[src/rtl/cache_pkg.sv]
// Shared types and constants for the L1 miss-fill controller.
package cache_pkg;

    // Fill controller states
    typedef enum logic {
        IDLE = 1'b0,
        FILL = 1'b1
    } fill_state_e;

    // Block geometry: 16-byte blocks of eight 16-bit words, 64 sets
    localparam int WORDS_PER_BLOCK = 8;
    localparam int INDEX_W         = 6;
    localparam int OFFSET_W        = 4;

    // Set index lives directly above the block offset
    localparam int IDX_LSB = 4;
    localparam int IDX_MSB = 9;

    // Request/response counters are wide enough to hold WORDS_PER_BLOCK itself
    localparam int CNT_W      = 4;
    localparam int WORD_SEL_W = 3;

endpackage

[src/rtl/fill_counter.sv]
// Small up-counter with synchronous clear, enable and terminal-count flag.
module fill_counter #(
    parameter int             W      = 4,
    parameter logic [W-1:0]   TC_VAL = '1
) (
    input  logic         clk,
    input  logic         rst,
    input  logic         clr_i,
    input  logic         en_i,
    output logic [W-1:0] cnt_o,
    output logic         tc_o
);

    logic [W-1:0] cnt_q;
    logic [W-1:0] cnt_d;

    // Next count: clear wins over enable
    always_comb begin
        cnt_d = cnt_q;
        if (clr_i) begin
            cnt_d = '0;
        end else if (en_i) begin
            cnt_d = cnt_q + W'(1);
        end
    end

    // Count register
    always_ff @(posedge clk) begin
        if (rst) begin
            cnt_q <= '0;
        end else begin
            cnt_q <= cnt_d;
        end
    end

    assign cnt_o = cnt_q;
    assign tc_o  = (cnt_q == TC_VAL);

endmodule

[src/rtl/cache_fill_fsm.sv]
// L1 miss-fill controller: issues eight word reads for the missing block,
// writes each returned word into the data array and the tag on the last one.
module cache_fill_fsm #(
    parameter int ADDR_W          = 16,
    parameter int WORDS_PER_BLOCK = cache_pkg::WORDS_PER_BLOCK,
    parameter int INDEX_W         = cache_pkg::INDEX_W
) (
    input  logic                 clk,
    input  logic                 rst,
    input  logic                 miss_detected,
    input  logic [ADDR_W-1:0]    miss_address,
    input  logic                 memory_data_valid,
    output logic                 fsm_busy,
    output logic                 memory_read,
    output logic [ADDR_W-1:0]    memory_address,
    output logic [INDEX_W-1:0]   block_index,
    output logic [2:0]           word_sel,
    output logic                 write_data_array,
    output logic                 write_tag_array
);

    localparam int CNT_W    = cache_pkg::CNT_W;
    localparam int OFFSET_W = cache_pkg::OFFSET_W;

    // Request counter stops once every word has been asked for;
    // response counter flags the final word of the block.
    localparam logic [CNT_W-1:0] REQ_TC  = CNT_W'(WORDS_PER_BLOCK);
    localparam logic [CNT_W-1:0] RECV_TC = CNT_W'(WORDS_PER_BLOCK - 1);

    cache_pkg::fill_state_e state_q, state_d;

    logic [ADDR_W-1:0]  base_q;
    logic [INDEX_W-1:0] index_q;

    logic               accept;
    logic               req_en;
    logic               recv_en;
    logic [CNT_W-1:0]   req_cnt;
    logic [CNT_W-1:0]   recv_cnt;
    logic               req_done;
    logic               recv_last;

    // Offset bits are dropped on purpose (block-aligned base), and recv_cnt
    // never needs its top bit to select a word.
    logic unused_bits;
    assign unused_bits = ^{miss_address[OFFSET_W-1:0], recv_cnt[CNT_W-1]};

    fill_counter #(
        .W      (CNT_W),
        .TC_VAL (REQ_TC)
    ) u_req_cnt (
        .clk   (clk),
        .rst   (rst),
        .clr_i (accept),
        .en_i  (req_en),
        .cnt_o (req_cnt),
        .tc_o  (req_done)
    );

    fill_counter #(
        .W      (CNT_W),
        .TC_VAL (RECV_TC)
    ) u_recv_cnt (
        .clk   (clk),
        .rst   (rst),
        .clr_i (accept),
        .en_i  (recv_en),
        .cnt_o (recv_cnt),
        .tc_o  (recv_last)
    );

    // Next state and all datapath strobes; everything idles at 0
    always_comb begin
        state_d          = state_q;
        accept           = 1'b0;
        req_en           = 1'b0;
        recv_en          = 1'b0;
        memory_read      = 1'b0;
        memory_address   = '0;
        write_data_array = 1'b0;
        write_tag_array  = 1'b0;
        word_sel         = '0;
        unique case (state_q)
            cache_pkg::IDLE: begin
                // Returned data is ignored here; only a miss starts work
                if (miss_detected) begin
                    accept  = 1'b1;
                    state_d = cache_pkg::FILL;
                end
            end
            cache_pkg::FILL: begin
                // Request side runs back-to-back until all words are asked for
                if (!req_done) begin
                    memory_read    = 1'b1;
                    memory_address = base_q + ADDR_W'({req_cnt, 1'b0});
                    req_en         = 1'b1;
                end
                // Response side is counted, so any memory latency works
                if (memory_data_valid) begin
                    write_data_array = 1'b1;
                    word_sel         = recv_cnt[2:0];
                    recv_en          = 1'b1;
                    if (recv_last) begin
                        write_tag_array = 1'b1;
                        state_d         = cache_pkg::IDLE;
                    end
                end
            end
            default: state_d = cache_pkg::IDLE;
        endcase
    end

    // State, block base and set index registers
    always_ff @(posedge clk) begin
        if (rst) begin
            state_q <= cache_pkg::IDLE;
            base_q  <= '0;
            index_q <= '0;
        end else begin
            state_q <= state_d;
            if (accept) begin
                base_q  <= {miss_address[ADDR_W-1:OFFSET_W], OFFSET_W'(0)};
                index_q <= miss_address[cache_pkg::IDX_MSB:cache_pkg::IDX_LSB];
            end
        end
    end

    assign fsm_busy    = (state_q == cache_pkg::FILL);
    assign block_index = index_q;

endmodule

[config.mk]
export PLATFORM = sky130hd
export DESIGN_NAME = cache_fill_fsm
export DESIGN_NICKNAME = d
export VERILOG_FILES = /design/src/rtl/cache_pkg.sv /design/src/rtl/fill_counter.sv /design/src/rtl/cache_fill_fsm.sv
export SDC_FILE = /design/constraint.sdc
export NUM_CORES = 1
export LEC_CHECK = 0
export BUFFER_PORTS_ARGS = -buffer_cell sky130_fd_sc_hd__buf_2
export CELL_PAD_IN_SITES_DETAIL_PLACEMENT = 2
export CELL_PAD_IN_SITES_GLOBAL_PLACEMENT = 2
export CORE_MARGIN = 5
export CORE_UTILIZATION = 27
export CTS_CLUSTER_SIZE = 24
export DETAILED_ROUTE_END_ITERATION = 7
export PLACE_DENSITY = 0.87
export SYNTH_ARGS = -nofsm -noshare
export SYNTH_HDL_FRONTEND = slang
export SYNTH_SLANG_ARGS = --single-unit
export TNS_END_PERCENT = 20
[constraint.sdc]
create_clock -name clk -period 2.5 [get_ports clk]
set_input_delay 0 -clock clk [delete_from_list [all_inputs] [get_ports clk]]
set_output_delay 0 -clock clk [all_outputs]
set_load 0.05 [all_outputs]
==> reports/summary.txt <==
Root Buffer: clkbuf_8
area grow syn2layout: 30.3%
Peak VDD IR: 0.170 mV
largest family of logic cells by synthesized area: simple AND/OR/NAND/NOR gates
H-tree levels: 1
Synth Warn #: 0
fin crit share: 85.6%
Post-Synth XOR/XNOR Area: 4.98%
Startpoint Class: flip-flop
post-synthesis mux area share: 0.813%
Setup Skew: 0.00177 ns
FMAX: 0.467 GHz
Routed Antenna Nets: 0
Placement Cell Area: 0.00145 mm^2
slowest CP cell: or4_1
Buf/Inv on CP: 1
Async SR Flop Fraction: 0%
CP Class: reg -> out
Post-Synthesis Cells: 167
chip height: 77.5 um
Hold Vio Cnt, Final: 0
fin crit period: 2.14 ns
final instance area: 0.00160 mm^2
die area: 0.00601 mm^2
Clk Latency, worst-skew pair: 0.26 ns
WP data arrival: 2.14 ns
overall routing resource usage: 14.2%
syn_area_per_cell: 7.37 um^2
gpl congestion: 0.729
via count: 1303
first-pass GRT wire length: 6910 um
Detailed Place HPWL: 2960 um
sequential cell area fraction in the yosys report: 34.1%
CTS tree: done
Min-Delay Path Depth: 3
r2r endpoint: u_recv_cnt.cnt_o[3]
Synth Area in Adders: 5.08%
Synth Area in Simple Gates: 31.5%
largest net degree at the start of global routing: 15
remaining global-route overflow: 0
post-synthesis compound-gate area fraction: 14.1%
DR DRC count: 0
Synth area leader: dfxtp_1
Port Buffer Count: 43
1st-iter DRT viols: 28
total CTS buffers: 3
P_sw: 244 uW
# diodes: 0
Post-CTS Setup Inserts: 0
Sequential Power Share: 49.4%
max cap viols: 0
Fin Setup TNS: 0 ns
RSZ-0062 raised after global routing: no
number of global-route vias before repair: 1394
worst hold endpoint: block_index[2]
count of final max-slew check failures: 0
vias per cell: 4.92
R2R depth: 4
I/O pin count: 49
final setup violation count: 0
clock slew seen by the registers of the worst setup and hold paths: 0.07 ns
post-synth cell types: 31
Synth Cell Area: 0.00123 mm^2
Nets: 239
Die W: 77.5 um
initial antenna violation count: 0
top_reg_cell synth: dfxtp_1
Synthesized Nets: 192
Longest Clk Path Bufs: 2
cell family with most CP delay: simple AND/OR/NAND/NOR gates
Critical Path, Cell by Cell: ha_1 -> nand3_1 -> or4_1 -> a21oi_1 -> buf_2
Worst R2R Start: fsm_busy
Synth area leaders: dfxtp_1, nand2_1, a21oi_1
final WL: 4150 um
Seq cells post-synth: 21
internal power: 515 uW
total core area: 0.00438 mm^2
PwrDens: 473 mW/mm^2
Crit. End Element: primary output
status: finished clean
Comb pwr share: 21.2%
routed wire length per instance: 15.7 um
Initial Util: 28.1%
std cell rows: 24
hold_sp: miss_address[6]
Required @ worst endpoint: 2.50 ns
Synth top area share: 34.1%
fraction of layout cells with a size suffix above 1: 23.9%
Hold Crit Class: in -> reg
clock sinks: 21
worst stage delay on the critical path: 0.55 ns
DRT Pass-1 Iters: 3
Pleak: 0.719 nW
Clock Power Share: 29.4%
critical path fanouts, max: 6
FF-to-FF setup slack: 0.90 ns
Post-synth EDFFs: 0
sw frac: 32.1%
[cells in the mapped netlist (3+ instances only)]
| library cell | count |
|---|---|
| ha_1 | 5 |
| a21oi_1 | 23 |
| or3_1 | 6 |
| xor2_1 | 6 |
| o21ai_0 | 7 |
| clkbuf_1 | 6 |
| and3_1 | 3 |
| nor2_1 | 10 |
| inv_1 | 7 |
| dfxtp_1 | 21 |
| nand3_1 | 9 |
| buf_4 | 7 |
| nand2_1 | 33 |
| nand4_1 | 3 |
[worst max path at each step]
stage | start | end | slack (ns) | depth (start not counted)
final | u_req_cnt.cnt_o[3] | memory_address[14] | 0.36 | 5
after global routing | u_req_cnt.cnt_o[3] | memory_address[14] | 0.20 | 5
after CTS | u_req_cnt.cnt_o[3] | memory_address[14] | 0.36 | 5
after detailed placement | u_req_cnt.cnt_o[3] | memory_address[14] | 0.66 | 5
after global placement | u_req_cnt.cnt_o[3] | memory_address[14] | 0.71 | 5
after floorplan | fsm_busy | fsm_busy | 0.0004 | 4
[power groups by stage]
stage / logic (mW) / clock network (mW) / registers (mW)
2_1_floorplan: 0.113 / 0 / 0.374
3_3_place_gp: 0.144 / 0 / 0.380
3_5_place_dp: 0.148 / 0 / 0.382
4_1_cts: 0.162 / 0.232 / 0.373
5_1_grt: 0.175 / 0.242 / 0.378
6_report: 0.161 / 0.223 / 0.374
[cells in the final DEF, fill, tap and decap left out, drive strengths merged]
cell,instances
a211o,1
a21oi,23
and2,1
and3,3
and3b,1
buf,46
clkbuf,4
conb,1
dfxtp,21
dlygate4sd3,11
ha,5
inv,7
mux2i,1
nand2,33
nand2b,2
nand3,10
nand3b,1
nand4,4
nor2,10
nor2b,1
nor3,1
nor3b,1
nor4,1
o21ai,7
o31ai,2
or3,6
or4,2
xnor2,1
xor2,6
[sequential cells by signal (all words and copies together), names as in the netlist]
| register | count |
|---|---|
| block_index | 5 |
| u_req_cnt.cnt_o | 4 |
| fsm_busy | 1 |
| base_q | 7 |
| u_recv_cnt.cnt_o | 4 |
[layout make-up]
| class | instances | area (um^2) |
|---|---|---|
| sequential | 21 | 420 |
| clock buffer | 4 | 45.0 |
| multi-input combinational | 124 | 699 |
| fill | 533 | 2780 |
| inverter | 7 | 26.3 |
| tap | 52 | 65.1 |
| timing repair buffer | 57 | 348 |
[kinds of logic (layout without fill, tap and decap cells)]
family          count (synthesis)  after routing
compound gates                 33             33
other cells                     1              1
buf+inv                        22             68
xor+xnor                        7              7
mux                             1              1
flops                          21             21
fa+ha+maj                       5              5
simple gates                   77             77
[repair_timing]
item,4_1_cts,5_1_grt
gates resized for setup,0,0
hold endpoints to repair,11,0
endpoints found under the setup margin,0,0
hold buffers,11,0
[layer usage]
layer	up-vias	track usage [%]	routed length, um
li1	651	-	-
met1	624	16.4	1750
met2	24	26.2	2200
met3	4	2.55	143
met4	0	4.64	50
met5	-	0	0
[per-stage QoR]
stage	std cells	setup WS [ns]	power, mW	hold slack [ns]	utilization, %
6_report	265	0.361	0.758	0.0130	36.6
5_1_grt	265	0.198	0.795	0.0132	36.6
4_1_cts	265	0.356	0.768	0.00749	36.6
3_5_place_dp	250	0.662	0.530	0.256	33.0
3_3_place_gp	250	0.714	0.524	0.246	33.0
2_1_floorplan	167	0.000376	0.488	0.0691	-
[tightest hold or removal path, cell delays in order]
cell	delay (ns)
buf_2	0.10
nand2_1	0.06
a21oi_1	0.07
(Power assumes the default switching activity.)
